**src/rtl/cga_de_gen_pkg.sv**
```systemverilog
// Shared constants and types for the CGA display-enable generator.
// Default timing matches a 640x200 CGA mode sampled at the pixel clock.
package cga_de_gen_pkg;

    localparam int IRGB_I = 3;
    localparam int IRGB_R = 2;
    localparam int IRGB_G = 1;
    localparam int IRGB_B = 0;

    localparam int HPOS_W = 12;
    localparam int VPOS_W = 10;

    localparam logic [HPOS_W-1:0] CGA_H_BACK   = 12'd72;
    localparam logic [HPOS_W-1:0] CGA_H_ACTIVE = 12'd640;
    localparam logic [VPOS_W-1:0] CGA_V_BACK   = 10'd16;
    localparam logic [VPOS_W-1:0] CGA_V_ACTIVE = 10'd200;

    typedef struct packed {
        logic [3:0] video;
        logic       hs;
        logic       vs;
    } vid_sample_t;

endpackage

```
**src/rtl/cga_sync_counter.sv**
```systemverilog
// Sync edge detection and saturating pixel/line position counters.
// hpos/vpos describe the sample one stage behind s1; hs_fall is for the current s1 sample.
module cga_sync_counter
    import cga_de_gen_pkg::*;
(
    input  logic              clk,
    input  logic              reset_n,
    input  logic              s1_hs,
    input  logic              s1_vs,
    output logic [HPOS_W-1:0] hpos,
    output logic [VPOS_W-1:0] vpos,
    output logic              hs_fall
);

    logic              prev_hs_q, prev_hs_d;
    logic              prev_vs_q, prev_vs_d;
    logic [HPOS_W-1:0] hpos_q, hpos_d;
    logic [VPOS_W-1:0] vpos_q, vpos_d;
    logic              vs_fall;

    always_comb begin
        hs_fall   = prev_hs_q & ~s1_hs;
        vs_fall   = prev_vs_q & ~s1_vs;
        prev_hs_d = s1_hs;
        prev_vs_d = s1_vs;

        hpos_d = hpos_q;
        if (hs_fall) begin
            hpos_d = '0;
        end else if (hpos_q != {HPOS_W{1'b1}}) begin
            hpos_d = hpos_q + 1'b1;
        end

        // A frame restart wins over a line restart on the same sample.
        vpos_d = vpos_q;
        if (vs_fall) begin
            vpos_d = '0;
        end else if (hs_fall && (vpos_q != {VPOS_W{1'b1}})) begin
            vpos_d = vpos_q + 1'b1;
        end
    end

    always_ff @(posedge clk) begin
        if (!reset_n) begin
            prev_hs_q <= 1'b0;
            prev_vs_q <= 1'b0;
            hpos_q    <= {HPOS_W{1'b1}};
            vpos_q    <= {VPOS_W{1'b1}};
        end else begin
            prev_hs_q <= prev_hs_d;
            prev_vs_q <= prev_vs_d;
            hpos_q    <= hpos_d;
            vpos_q    <= vpos_d;
        end
    end

    assign hpos = hpos_q;
    assign vpos = vpos_q;

endmodule

```
**src/rtl/cga_de_gen.sv**
```systemverilog
// Derives display enable from CGA sync timing, blanks video outside it,
// and presents video/syncs/DE aligned with a fixed two-clock latency.
module cga_de_gen
    import cga_de_gen_pkg::*;
#(
    parameter logic [HPOS_W-1:0] H_BACK     = CGA_H_BACK,
    parameter logic [HPOS_W-1:0] H_ACTIVE   = CGA_H_ACTIVE,
    parameter logic [VPOS_W-1:0] V_BACK     = CGA_V_BACK,
    parameter logic [VPOS_W-1:0] V_ACTIVE   = CGA_V_ACTIVE,
    parameter logic [HPOS_W-1:0] H_TIMEOUT  = 12'd1200,
    parameter logic [2:0]        LOCK_LINES = 3'd4
) (
    input  logic       clk,
    input  logic       reset_n,
    input  logic [3:0] video_in,
    input  logic       hsync_in,
    input  logic       vsync_in,
    output logic [3:0] video_out,
    output logic       hsync_out,
    output logic       vsync_out,
    output logic       display_enable,
    output logic       sync_ok
);

    localparam logic [HPOS_W-1:0] H_END        = H_BACK + H_ACTIVE;
    localparam logic [VPOS_W-1:0] V_END        = V_BACK + V_ACTIVE;
    localparam logic [HPOS_W-1:0] H_TIMEOUT_M1 = H_TIMEOUT - 12'd1;

    vid_sample_t       s1_q, s1_d;
    vid_sample_t       s2_q, s2_d;
    logic [2:0]        lock_cnt_q, lock_cnt_d;
    logic [3:0]        video_out_q, video_out_d;
    logic              hsync_out_q, hsync_out_d;
    logic              vsync_out_q, vsync_out_d;
    logic              de_q, de_d;
    logic              sync_ok_q, sync_ok_d;

    logic [HPOS_W-1:0] hpos;
    logic [VPOS_W-1:0] vpos;
    logic              hs_fall;
    logic              locked;

    cga_sync_counter u_sync_counter (
        .clk     (clk),
        .reset_n (reset_n),
        .s1_hs   (s1_q.hs),
        .s1_vs   (s1_q.vs),
        .hpos    (hpos),
        .vpos    (vpos),
        .hs_fall (hs_fall)
    );

    always_comb begin
        s1_d.video = video_in;
        s1_d.hs    = hsync_in;
        s1_d.vs    = vsync_in;
        s2_d       = s1_q;

        // hpos here is the previous sample's position, i.e. the length of the
        // line that just ended. A value already past timeout (including the
        // post-reset 0xFFF) means no valid period preceded this edge.
        lock_cnt_d = lock_cnt_q;
        if (hs_fall) begin
            if ((hpos < H_TIMEOUT) && (lock_cnt_q < LOCK_LINES)) begin
                lock_cnt_d = lock_cnt_q + 3'd1;
            end
        end else if (hpos == H_TIMEOUT_M1) begin
            lock_cnt_d = 3'd0;
        end

        // Window and lock are evaluated for the sample now in stage 2.
        locked      = (lock_cnt_q == LOCK_LINES);
        de_d        = locked && (hpos >= H_BACK) && (hpos < H_END)
                             && (vpos >= V_BACK) && (vpos < V_END);
        video_out_d = de_d ? s2_q.video : 4'h0;
        hsync_out_d = s2_q.hs;
        vsync_out_d = s2_q.vs;
        sync_ok_d   = locked;
    end

    always_ff @(posedge clk) begin
        if (!reset_n) begin
            s1_q        <= '0;
            s2_q        <= '0;
            lock_cnt_q  <= 3'd0;
            video_out_q <= 4'h0;
            hsync_out_q <= 1'b0;
            vsync_out_q <= 1'b0;
            de_q        <= 1'b0;
            sync_ok_q   <= 1'b0;
        end else begin
            s1_q        <= s1_d;
            s2_q        <= s2_d;
            lock_cnt_q  <= lock_cnt_d;
            video_out_q <= video_out_d;
            hsync_out_q <= hsync_out_d;
            vsync_out_q <= vsync_out_d;
            de_q        <= de_d;
            sync_ok_q   <= sync_ok_d;
        end
    end

    assign video_out      = video_out_q;
    assign hsync_out      = hsync_out_q;
    assign vsync_out      = vsync_out_q;
    assign display_enable = de_q;
    assign sync_ok        = sync_ok_q;

endmodule

```
**config.mk**
```make
export PLATFORM = sky130hd
export DESIGN_NAME = cga_de_gen
export DESIGN_NICKNAME = d
export VERILOG_FILES = /design/src/rtl/cga_de_gen_pkg.sv /design/src/rtl/cga_sync_counter.sv /design/src/rtl/cga_de_gen.sv
export SDC_FILE = /design/constraint.sdc
export NUM_CORES = 1
export LEC_CHECK = 0
export BUFFER_PORTS_ARGS = -buffer_cell sky130_fd_sc_hd__buf_2
export CAP_MARGIN = 20
export CORE_UTILIZATION = 43
export CTS_BUF_LIST = sky130_fd_sc_hd__clkbuf_4 sky130_fd_sc_hd__clkbuf_8 sky130_fd_sc_hd__clkbuf_16
export DETAILED_ROUTE_END_ITERATION = 10
export PLACE_DENSITY_LB_ADDON = 0.1
export REMOVE_ABC_BUFFERS = 1
export SYNTH_ARGS = -nofsm -noshare
export SYNTH_HDL_FRONTEND = slang
export SYNTH_HIERARCHICAL = 1
export SYNTH_SLANG_ARGS = --single-unit
```
**constraint.sdc**
```tcl
create_clock -name clk -period 2 [get_ports clk]
set_clock_uncertainty 0.2 [all_clocks]
set_input_delay 0.3 -clock clk [delete_from_list [all_inputs] [get_ports clk]]
set_output_delay 0.3 -clock clk [all_outputs]
set_load 0.01 [all_outputs]
```
======== Yosys cells after proc, flatten, opt, wreduce, memory -nomap -nowiden ========
Index checks and enable logic that the tools add are counted.
storage, ports and cells
  logic and storage cells ................. 50
  flip-flop bits (word level) ............. 45
  bits of input ports ..................... 8
  output and inout port bits .............. 8
operators by class
  eq/ne operators ......................... 5
  add/sub/neg operators ................... 3
  reduce and logical (&&, ||, !) cells .... 11
  bitwise logic cells ..................... 4
  mux-type cells .......................... 7
  order comparisons ....................... 6
operator list
  operator                                                       count
  two-way mux 12 bit                                             2
  two-way mux 10 bit                                             2
  adder 12 x 1 -> 12 bit (second input constant)                 1
  == test 12 x 11 -> 1 bit (second input constant)               1
  >= comparator 12 x 7 -> 1 bit (second input constant)          1
  less-than comparator 12 x 10 -> 1 bit (second input constant)  1
  less-than comparator 12 x 11 -> 1 bit (second input constant)  1
  != test 12 bit (second input constant)                         1
  adder 10 x 1 -> 10 bit (second input constant)                 1
  >= comparator 10 x 5 -> 1 bit (second input constant)          1
  less-than comparator 10 x 8 -> 1 bit (second input constant)   1
  != test 10 bit (second input constant)                         1
  two-way mux 3 bit                                              3
  logical AND 1 bit                                              6
  nonzero test 2 bit                                             3
  AND reduction 2 bit                                            2
  adder 3 x 1 -> 3 bit (second input constant)                   1
  == test 3 bit (second input constant)                          1
  less-than comparator 3 bit (second input constant)             1
  AND 1 bit                                                      2
  != test 2 x 1 -> 1 bit (second input constant)                 1
  NOT 1 bit                                                      2

======== Depth between registers and ports, before layout ========
  word-level depth ........................ 6
  mapped depth ............................ 5

======== Cells and area by module ========
The synthesis kept the hierarchy.
modules (own cells, without submodules)
  module            times used  seq. area each (um2)  area an instance (um2)  cells an instance
  cga_sync_counter  1           480.5                 1251.2                  138
  cga_de_gen        1           460.4                 854.6                   82

======== Least setup slack after synthesis ========
No wires, ideal clock.
  path type ............................... flip-flop to flip-flop
  from .................................... register s1_q[1] (netlist bit)
  to ...................................... register lock_cnt_q[0]
  period minus slack after synthesis ...... 1.771 ns
  arrival time ............................ 1.443 ns
  cell stages (with the launch flop) ...... 6
  path buffers ............................ 0
  slack ................................... 0.229 ns
  cell sequence ........................... dfxtp_1 -> nand2b_1 -> inv_2 -> or4_4 -> o41ai_4 -> o31ai_1
on the way
  word-level cells in the longest chain between the ends .. 4
  elaborated cells between the ends (all ways) .. 6
  classes of those cells .................. 1 x eq/ne; 1 x mux; 2 x bitwise; 2 x reduce/logical
RTL lines
  item                                                                    RTL line                source
  start: declaration                                                      cga_de_gen.sv:29        vid_sample_t s1_q, s1_d;
  start signal: assignment                                                cga_de_gen.sv:83        s1_q <= '0;
  start signal: assignment                                                cga_de_gen.sv:92        s1_q <= s1_d;
  NOT 1 bit (*)                                                           cga_sync_counter.sv:22  hs_fall = prev_hs_q & ~s1_hs;
  AND 1 bit (*)                                                           cga_sync_counter.sv:22
  net hs_fall                                                             cga_de_gen.sv:40        logic hs_fall;
  != test 2 x 1 -> 1 bit (no line) or nonzero test 2 bit (tied branches)  -
  AND reduction 2 bit (no line)                                           -
  end signal: assignment                                                  cga_de_gen.sv:94        lock_cnt_q <= lock_cnt_d;
  end: declaration                                                        cga_de_gen.sv:31        logic [2:0] lock_cnt_q, lock_cnt_d;
The timed path passes the listed nets; every way through them passes the cells marked *.
A chain may end at the register's enable or synchronous reset.

======== Worst setup path in the final report ========
  from .................................... register u_sync_counter.hpos_q[0], in the netlist u_sync_counter/hpos[0]
  to ...................................... register u_sync_counter.hpos_q[11], in the netlist u_sync_counter/hpos[11]
on the way
  word-level cells in the longest chain between the ends .. 3
  elaborated cells between the ends (all ways) .. 5
  classes of those cells .................. 1 x add/sub; 1 x eq/ne; 2 x mux; 1 x reduce/logical
RTL lines
  item                      RTL line                source
  start: declaration        cga_sync_counter.sv:17  logic [HPOS_W-1:0] hpos_q, hpos_d;
  start signal: assignment  cga_sync_counter.sv:47  hpos_q <= {HPOS_W{1'b1}};
  start signal: assignment  cga_sync_counter.sv:52  hpos_q <= hpos_d;
  adder 12 x 1 -> 12 bit    cga_sync_counter.sv:31  hpos_d = hpos_q + 1'b1;
  two-way mux 12 bit        cga_sync_counter.sv:30  end else if (hpos_q != {HPOS_W{1'b1}}) begin
  two-way mux 12 bit        cga_sync_counter.sv:28  if (hs_fall) begin
Parallel ways exist; a longest one is shown, timed or not. The select of a mux whose other input is x is not followed.

==> flow_summary.toml <==
[worst_setup_path]
cp-end-kind = "flop"
start_kind = "flop"
path_class = "reg -> reg"
cpMaxStageDelayCell = "or4_1"
r2r-start = "u_sync_counter/hpos[0]$_SDFFE_PN1P_"
worst-r2r-cell-count = 5
path_cells = "ha_1, nand4_2, or2_1, a21oi_1, or4_1"
rrSetupSlack_ps = 120
rr_endpoint = "u_sync_counter/hpos[11]$_SDFFE_PN1P_"
crit_required_ps = 1970
critPathMaxFanout = 7
startpoint = "u_sync_counter/hpos[0]$_SDFFE_PN1P_"
slowest_delay_ps = 490
worstPathArrival_ps = 1850

[sta]
hold_viol = 0
finalSetupViolCount = 0
rsz0062_at_grt = "no"
tightestPinTransition_ps = 574
finalMaxSlewViolations = 0
fmax_mhz = 531
finalCritPeriodShare_pct = 94.1
slew_headroom_pct = 61.4
layout_min_cycle_time_ps = 1880

[run]
drv_cap = 0

[place]
dp_hpwl_um = 2980
place_congestion = 0.801
port_buffers = 15
placed_area_um2 = 2340

[clock_network]
cts.sinks = 47
htree_levels = 2
numCtsBuffers = 5
cts_root_buffer = "clkbuf_8"
cts_tree = "done"
clkTransAtPathRegs_ps = 80
insertion_delay_ps = 300
cts_setup_buffers = 0
clk_path_buf_depth = 2

[route]
drc_errors = 0
routed_wl_um = 4340
detail-route-antenna-nets = 0
wl_per_cell_um = 13.4
drt_pre_antenna_iters = 4
drt_iter0_markers = 93
vias = 1693
vias_per_cell = 5.24

[floorplan]
num_rows = 25
start_util_pct = 44.6
fp.dieH_um = 72.0
top_level_ports = 16
fp.dieArea_um2 = 5180
coreArea_um2 = 4720
die_w_um = 72.0

[logic_synthesis]
async_reset_ff_share_pct = 0
synth_fa_ha_area_share_pct = 2.38
synth_area_um2 = 2110
synth_edf_count = 0
avgSynthCellArea_um2 = 9.57
synth_top_area_cell = "dfxtp_1"
synth_flop_cell = "dfxtp_1"
yosysTopAreaCellShare_pct = 44.7
synthTopCellsByArea = "dfxtp_1 45%, and2_1 5.6%, o21ai_1 3.6%"
ys.warnings.count = 6
yosys.area_share.simple_pct = 27.3
ys_ff_latch = 47
synth_cell_types = 48
synth_xor_xnor_area_share_pct = 2.50
synthCells = 220
synth_compound_area_share_pct = 16.6
synth_mux_area_share_pct = 2.85
synth_top_family_by_area = "simple AND/OR/NAND/NOR gates"
ys_seq_area_share_pct = 44.7

[layout]
fin_util_pct = 53.1
fillers = 432
finalInstanceArea_um2 = 2510
area_growth_pct = 19.0
fin_nets = 267
diodes = 0
drive_gt1_share_pct = 19.5

[worst_hold_path]
min_from = "hsync_in"
whs_path_depth = 2
min_to = "s1_q[1]$_SDFF_PN0_"
min_path_type = "in -> reg"

[grt]
track_usage_pct = 18.5
grt_pass1_wl_um = 7570
grt_max_degree = 17
grt-ovfl-total = 0
antenna_found_initial = 0
grt_pass1_vias = 1619

[power]
p_leak_nw = 1.08
power_density_nw_per_um2 = 1150
peakVddDrop_v = 0.000646

[outcome]
outcome = "finished clean"
worst max-delay path, delay by kind of cell (launching register included):
family / cells / cell delay, ps
and+or+nand+nor: 3 / 870
AOI/OAI and AO/OA: 1 / 70
adders and majority gates: 1 / 260
DFF: 1 / 370
Yosys cell counts, types with 2 or more instances:
cell type  count
a311o_1        3
nor2b_1        3
a21oi_1        5
o21ai_1       15
nand2b_1       3
nand4b_1       2
nand4_1        8
dfxtp_1       47
mux2i_1        6
nor2_1         6
nand3_1        7
nand3b_1       2
ha_1           4
inv_1         13
clkbuf_1       5
nand2_1       10
and3b_1        3
or4_1          3
o2111ai_1      3
and3_1         4
xor2_1         3
a31oi_1        6
nor4_1         5
o21ai_0        4
o31ai_1        6
and2_1        19
xnor2_1        3
nor3_1         2
final cells by class:
cell class / count / area, um2 / share of cell area, %
inverters: 14 / 52.6 / 2.10
repair buffers: 34 / 230 / 9.19
well taps: 67 / 83.8 / 3.34
clock inverters: 1 / 8.76 / 0.349
flip-flops and latches: 47 / 943 / 37.6
clock buffers: 7 / 90.1 / 3.59
multi-input cells: 153 / 1100 / 43.8
where the power goes:
| part | switching [mW] | internal [mW] |
|---|---|---|
| registers | 0.154 | 1.07 |
| logic | 0.609 | 0.433 |
| clock network | 0.316 | 0.297 |
worst max path at each step:
stage               cells after the start                              endpoint  slack, ps
global placement                        4  u_sync_counter/hpos[11]$_SDFFE_PN1P_         90
detailed placement                      5   u_sync_counter/hpos[1]$_SDFFE_PN1P_         90
floorplan                               5            lock_cnt_q[0]$_SDFFE_PN0P_        -40
CTS                                     4  u_sync_counter/hpos[11]$_SDFFE_PN1P_         70
global route                            4  u_sync_counter/hpos[11]$_SDFFE_PN1P_         20
finish                                  5  u_sync_counter/hpos[11]$_SDFFE_PN1P_        120
per-layer routing:
| layer | track usage [%] | up-vias | wire length [um] |
|---|---|---|---|
| met4 | 8.06 | 0 | 42 |
| li1 | - | 877 | - |
| met5 | 0 | - | 0 |
| met1 | 25.5 | 782 | 2200 |
| met3 | 3.06 | 4 | 119 |
| met2 | 28.7 | 30 | 1980 |
sequential cells by signal (all words and copies together) (netlist names):
signal,flops
display_enable,1
hsync_out,1
hsync_out_d,1
lock_cnt_q,3
s1_q,6
s2_q,4
sync_ok,1
u_sync_counter/hpos,12
u_sync_counter/prev_hs_q,1
u_sync_counter/prev_vs_q,1
u_sync_counter/vpos,10
video_out,4
vsync_out,1
vsync_out_d,1
logic make-up (layout without fill, tap and decap cells):
group	count (synthesis)	after routing
AO/OA/AOI/OAI	48	48
multiplexers	6	6
XOR/XNOR	6	6
adder cells (fa/ha/maj)	4	4
flip-flops	47	47
buffers and inverters	20	56
AND/OR/NAND/NOR	89	89
layout by cell type, fill, tap and decap left out, types with 6 or more instances in the layout:
master    count
a31oi_1       6
nand4_1       8
buf_2        15
clkbuf_8      6
nor2_1        6
and2_1       19
o31ai_1       6
nand3_1       6
nand2_1      10
o21ai_1      15
dfxtp_1      45
inv_1        13
mux2i_1       6
buf_4        14
timing repair:
| action | in CTS | in global routing |
|---|---|---|
| setup endpoints to repair | 0 | 8 |
| hold buffers | 5 | 0 |
| endpoints found under the hold margin | 5 | 0 |
| gates resized for setup | 0 | 4 |
stage by stage:
step / setup TNS [ps] / worst slack [ps] / hold WS [ps] / std cells / power (mW)
final: 0 / 117 / 33.1 / 323 / 2.88
after global routing: 0 / 20.4 / 38.9 / 323 / 3.09
after CTS: 0 / 70.6 / 31.0 / 323 / 2.86
after detailed placement: 0 / 86.4 / 208 / 310 / 2.24
after global placement: 0 / 91.0 / 207 / 310 / 2.23
after floorplan: -74.9 / -37.5 / 171 / 214 / 1.93
(Power assumes the default switching activity.)
